--- config.mk ---
export PLATFORM = sky130hd
export DESIGN_NAME = mux4_rr_sched
export DESIGN_NICKNAME = d
export VERILOG_FILES = /design/src/rtl/mux4_rr_sched_pkg.sv /design/src/rtl/mux4_rr_sched_mux4_1.sv /design/src/rtl/mux4_rr_sched.sv
export SDC_FILE = /design/constraint.sdc
export NUM_CORES = 1
export LEC_CHECK = 0
export BUFFER_PORTS_ARGS = -buffer_cell sky130_fd_sc_hd__buf_2
export CORE_MARGIN = 2
export CORE_UTILIZATION = 53
export DETAILED_ROUTE_END_ITERATION = 7
export GPL_TIMING_DRIVEN = 1
export PLACE_DENSITY = 0.82
export SLEW_MARGIN = 30
export SYNTH_ARGS = -nofsm -noshare
export SYNTH_HDL_FRONTEND = slang
export SYNTH_SLANG_ARGS = --single-unit
--- constraint.sdc ---
create_clock -name clk -period 4.35 [get_ports clk]
set_input_delay 0.2175 -clock clk [delete_from_list [all_inputs] [get_ports clk]]
set_output_delay 0.2175 -clock clk [all_outputs]
set_load 0.05 [all_outputs]
--- src/rtl/mux4_rr_sched_pkg.sv ---
// mux4_rr_sched_pkg: scheduler state encoding and a reusable round-robin pick function (req, ptr) -> winner index
package mux4_rr_sched_pkg;
  typedef enum logic {IDLE = 1'b0, GRANT = 1'b1} state_t;
  function automatic logic [1:0] rr_pick(input logic [3:0] req, input logic [1:0] ptr);
    logic [1:0] idx;
    rr_pick = ptr;
    for (int k = 3; k >= 0; k--) begin
      idx = ptr + k[1:0];
      if (req[idx]) rr_pick = idx;
    end
  endfunction
endpackage

--- src/rtl/mux4_rr_sched_mux4_1.sv ---
// mux4_rr_sched_mux4_1: DW-wide 4:1 mux built from 1-bit slices; d0..d3 and sel in, y out
module mux4_rr_sched_mux4_1 #(
  parameter int DW = 1
) (
  input  logic [DW-1:0] d0,
  input  logic [DW-1:0] d1,
  input  logic [DW-1:0] d2,
  input  logic [DW-1:0] d3,
  input  logic [1:0]    sel,
  output logic [DW-1:0] y
);
  for (genvar b = 0; b < DW; b++) begin : g_bit
    assign y[b] = sel[1] ? (sel[0] ? d3[b] : d2[b]) : (sel[0] ? d1[b] : d0[b]);
  end
endmodule

--- src/rtl/mux4_rr_sched.sv ---
// mux4_rr_sched: round-robin burst scheduler for a shared 4:1 mux; req/din0..3/out_ready in, gnt/sel/ack/dout/dout_valid/busy out
module mux4_rr_sched
  import mux4_rr_sched_pkg::*;
#(
  parameter int DW        = 1,
  parameter int MAX_BURST = 4
) (
  input  logic          clk,
  input  logic          rst_n,
  input  logic [3:0]    req,
  input  logic [DW-1:0] din0,
  input  logic [DW-1:0] din1,
  input  logic [DW-1:0] din2,
  input  logic [DW-1:0] din3,
  input  logic          out_ready,
  output logic [3:0]    gnt,
  output logic [1:0]    sel,
  output logic [3:0]    ack,
  output logic [DW-1:0] dout,
  output logic          dout_valid,
  output logic          busy
);
  state_t        state_q, state_d;
  logic [1:0]    ptr_q, ptr_d, sel_q, sel_d;
  logic [3:0]    cnt_q, cnt_d, gnt_q, gnt_d;
  logic [DW-1:0] dout_q, dout_d, mux_y;
  logic          dout_valid_q, dout_valid_d, beat, last;
  mux4_rr_sched_mux4_1 #(.DW(DW)) u_mux4_1 (
    .d0(din0), .d1(din1), .d2(din2), .d3(din3), .sel(sel_q), .y(mux_y)
  );
  assign beat = (state_q == GRANT) && req[sel_q] && (!dout_valid_q || out_ready);
  // a dropped request ends the grant without a beat; otherwise the final beat ends it
  assign last = !req[sel_q] || (beat && cnt_q == 4'(MAX_BURST - 1));
  always_comb begin
    state_d      = state_q;
    ptr_d        = ptr_q;
    sel_d        = sel_q;
    gnt_d        = gnt_q;
    cnt_d        = beat ? cnt_q + 4'd1 : cnt_q;
    dout_d       = beat ? mux_y : dout_q;
    dout_valid_d = beat || (dout_valid_q && !out_ready);
    if (state_q == IDLE) begin
      if (|req) begin
        sel_d   = rr_pick(req, ptr_q);
        gnt_d   = 4'b0001 << sel_d;
        cnt_d   = '0;
        state_d = GRANT;
      end
    end else if (last) begin
      state_d = IDLE;
      gnt_d   = '0;
      ptr_d   = sel_q + 2'd1;
    end
  end
  always_ff @(posedge clk or negedge rst_n) begin
    if (!rst_n) begin
      state_q      <= IDLE;
      ptr_q        <= '0;
      cnt_q        <= '0;
      sel_q        <= '0;
      gnt_q        <= '0;
      dout_q       <= '0;
      dout_valid_q <= 1'b0;
    end else begin
      state_q      <= state_d;
      ptr_q        <= ptr_d;
      cnt_q        <= cnt_d;
      sel_q        <= sel_d;
      gnt_q        <= gnt_d;
      dout_q       <= dout_d;
      dout_valid_q <= dout_valid_d;
    end
  end
  assign gnt        = gnt_q;
  assign sel        = sel_q;
  assign ack        = beat ? gnt_q : 4'b0000;
  assign dout       = dout_q;
  assign dout_valid = dout_valid_q;
  assign busy       = state_q == GRANT;
endmodule
==> summary.md <==
| Metric | Value |
|---|---|
| Maximum root-to-sink buffer count | 2 |
| R2R cell count | 4 |
| Cell taking the most area after synthesis | dfrtp_1 |
| RD Place Congestion | 0.7910 |
| Core Rows | 14 |
| Vias in the first global route | 683 |
| Vias per inst | 5.967 |
| Outcome | completed |
| Final WL | 1781 microns |
| Register area share after synthesis | 44.84% |
| Die outline height | 43.74 microns |
| Post-synth ARST share | 100.0% |
| Die Area | 0.001913 sq mm |
| Fin. max-slew vios | 0 |
| Setup crit start | sel[1] |
| Cell area power density | 764.0 mW/mm^2 |
| Worst R2R Setup Slack | 2.51 ns |
| Startpoint types | flop |
| H-tree depth | 1 |
| Reg-to-reg endpoint | ptr_q[1] |
| Worst VDD drop | 0.5972 mV |
| CTS tree | done |
| Final setup vio count | 0 |
| Crit path DAT | 2.05 ns |
| Power, Total | 0.7619 mW |
| Synth Warn # | 0 |
| Post-DP HPWL | 1308 microns |
| Largest net degree at the start of global routing | 16 |
| Static Leak | 0.5088 nW |
| Critical R2R Launch | sel[1] |
| Kind of critical path | flop to primary output |
| Final ANT Viol Nets | 0 |
| Final Skew | 0.002334 ns |
| Most numerous cell in the Yosys netlist | dfrtp_1 |
| First-pass GRT wire length | 2856 microns |
| DRT Pass-1 Iters | 4 |
| Tcrit/Tclk final | 52.13% |
| Synth Cell Area | 837.1 sq um |
| Top-area cell type share of the netlist area | 44.84% |
| Synth cell types | 32 |
| RSZ-0062 raised after global routing | false |
| Fin nets | 119 |
| Fmax | 441.0 MHz |
| Crit path time final | 2.268 ns |
| Cts repair resizes | 0 |
| Setup TNS Final | 0 ns |
| Initial Util | 56.22% |
| Yosys reg bits | 15 |
| Worst slew margin | 63.03% |
| Initial antenna violation count | 0 |
| Number of remaining DRC errors | 0 |
| Overall Global Routing Usage | 20.96% |
| EDFF count, synth | 0 |
| Final WS setup | 2.082 ns |
| Mapped Cells | 79 |
| Avg Inst Size Synth | 10.60 sq um |
| Top_reg_cell synth | dfrtp_1 |
| Worst Path Max Fanout | 7 |
| Port Buffers | 23 |
| Top cells by count, synth | 15 x dfrtp_1, 7 x nor2_1, 5 x a21oi_1, 5 x nand2_1, 4 x nand2b_1 |
| Inserted Clock Buffers | 3 |
| Congestion Overflow GR | 0 |
| Worst slew pin tran | 0.5495 ns |
| Multi-input logic area | 442.9 sq um |
| Filler cells | 109 |
| Drt wl/cell | 14.60 microns |
| Kind of end point of the critical path | primary output |
| DR iter-0 viols | 23 |
| I/O Pins | 24 |
| FF+latch area | 375.4 sq um |
| CTS Sinks | 15 |
| Postcts setup bufs | 0 |
| Die width | 43.74 microns |
| Layout cell share with drive strength beyond 1 | 32.08% |
| Place WS | 2.420 ns |
| Post-synth net total | 91 |
| Via count | 728 |
| Largest cells by area after synthesis | dfrtp_1 45%, mux4_1 3.1%, nor2_1 3.1% |
| Area delta synth->final | 19.13% |
| CP Capture Point | ack[0] |
| Antenna diodes | 0 |
| Worst Hold Class | input port to flop |
| Max Cap Viol | 0 |
| Worst-Skew Late Latency | 0.28 ns |
| Root Buffer | clkbuf_4 |
| Final Hold Violating Endpoints | 0 |
| Placeable Area | 0.001489 sq mm |
| Worst-path clk slew | 0.09 ns |
| CP required | 4.13 ns |
layer usage:
layer | GRT usage (%) | share of wire (%) | up-vias
met5 | 0 | 0 | -
met4 | 13.33 | 2.8 | 0
met3 | 4.167 | 5.1 | 6
met2 | 35.29 | 49 | 29
met1 | 24.05 | 43 | 344
li1 | - | - | 349
logic make-up (layout without fill, tap and decap cells):
logic type               Yosys count  count (layout)  synth area share (%)
AO/OA/AOI/OAI                     21              21                 16.89
XOR/XNOR                           4               4                 4.186
adder cells (fa/ha/maj)            1               1                 1.495
buffers and inverters              3              30                 2.242
flip-flops                        15              15                 44.84
multiplexers                       6               6                 11.36
AND/OR/NAND/NOR                   29              29                 18.99
worst max-delay path: stages, from the launching register on:
cell	delay [ns]
dfrtp_1	0.47
mux4_2	0.58
and3_1	0.29
and2_2	0.22
buf_2	0.20
flip-flops by register name (all words and copies together) (netlist names):
name and cells:
gnt 4, dout 1, dout_valid 1, ptr_q 2, cnt_q 4, busy 1
sel 2
stage by stage:
step	area (sq um)	hold slack (ns)	utilization, %	cells
floorplan	837.1	-0.07809	-	79
global placement	960.9	0.1336	64.54	117
detailed placement	960.9	0.1387	64.54	117
CTS	997.2	0.2158	66.97	122
global route	997.2	0.2183	66.97	122
finish	997.2	0.2184	66.97	122
cell type report:
type	count	area share, %
clock buffer	4	2.635
tap	16	2.008
sequential	15	37.64
inverter	2	0.7528
multi-input combinational	61	44.42
timing repair buffer	24	12.55
worst min-delay path by stage:
stage                     startpoint    endpoint  slack (ns)  cells past startpoint
after global routing       out_ready  dout_valid        0.22                      3
after detailed placement       rst_n        busy        0.14                      1
after global placement         rst_n        busy        0.13                      1
after CTS                  out_ready  dout_valid        0.22                      3
after floorplan                rst_n        busy       -0.08                      0
final                      out_ready  dout_valid        0.22                      3
cells in the final DEF, fill, tap and decap left out, drive strengths merged:
cell type / Yosys / layout
buf: 1 / 23
dfrtp: 15 / 15
nor2: 7 / 7
a21oi: 5 / 5
nand2: 5 / 5
nand2b: 4 / 4
and2: 4 / 4
clkbuf: 0 / 4
xor2: 3 / 3
and3: 3 / 3
o21ai: 3 / 3
o22ai: 3 / 3
nand4: 2 / 2
mux2i: 2 / 2
a21o: 2 / 2
inv: 2 / 2
o22a: 2 / 2
a32o: 2 / 2
mux4: 2 / 2
mux2: 2 / 2
or2b: 1 / 1
xnor2: 1 / 1
o21a: 1 / 1
nor3b: 1 / 1
or2: 1 / 1
a21boi: 1 / 1
o21bai: 1 / 1
nor4: 1 / 1
o31ai: 1 / 1
ha: 1 / 1
dlygate4sd3: 0 / 1
where the power goes:
group / internal (mW) / total (mW) / switching, mW
combinational: 0.147 / 0.430 / 0.283
clock: 0.0356 / 0.0806 / 0.0449
sequential: 0.194 / 0.251 / 0.0577
what timing repair did:
action / in CTS / in global routing
setup endpoints to repair: 0 / 0
hold buffers: 1 / 0
endpoints found under the hold margin: 15 / 0
No activity file was read; power rests on OpenSTA's default activity.
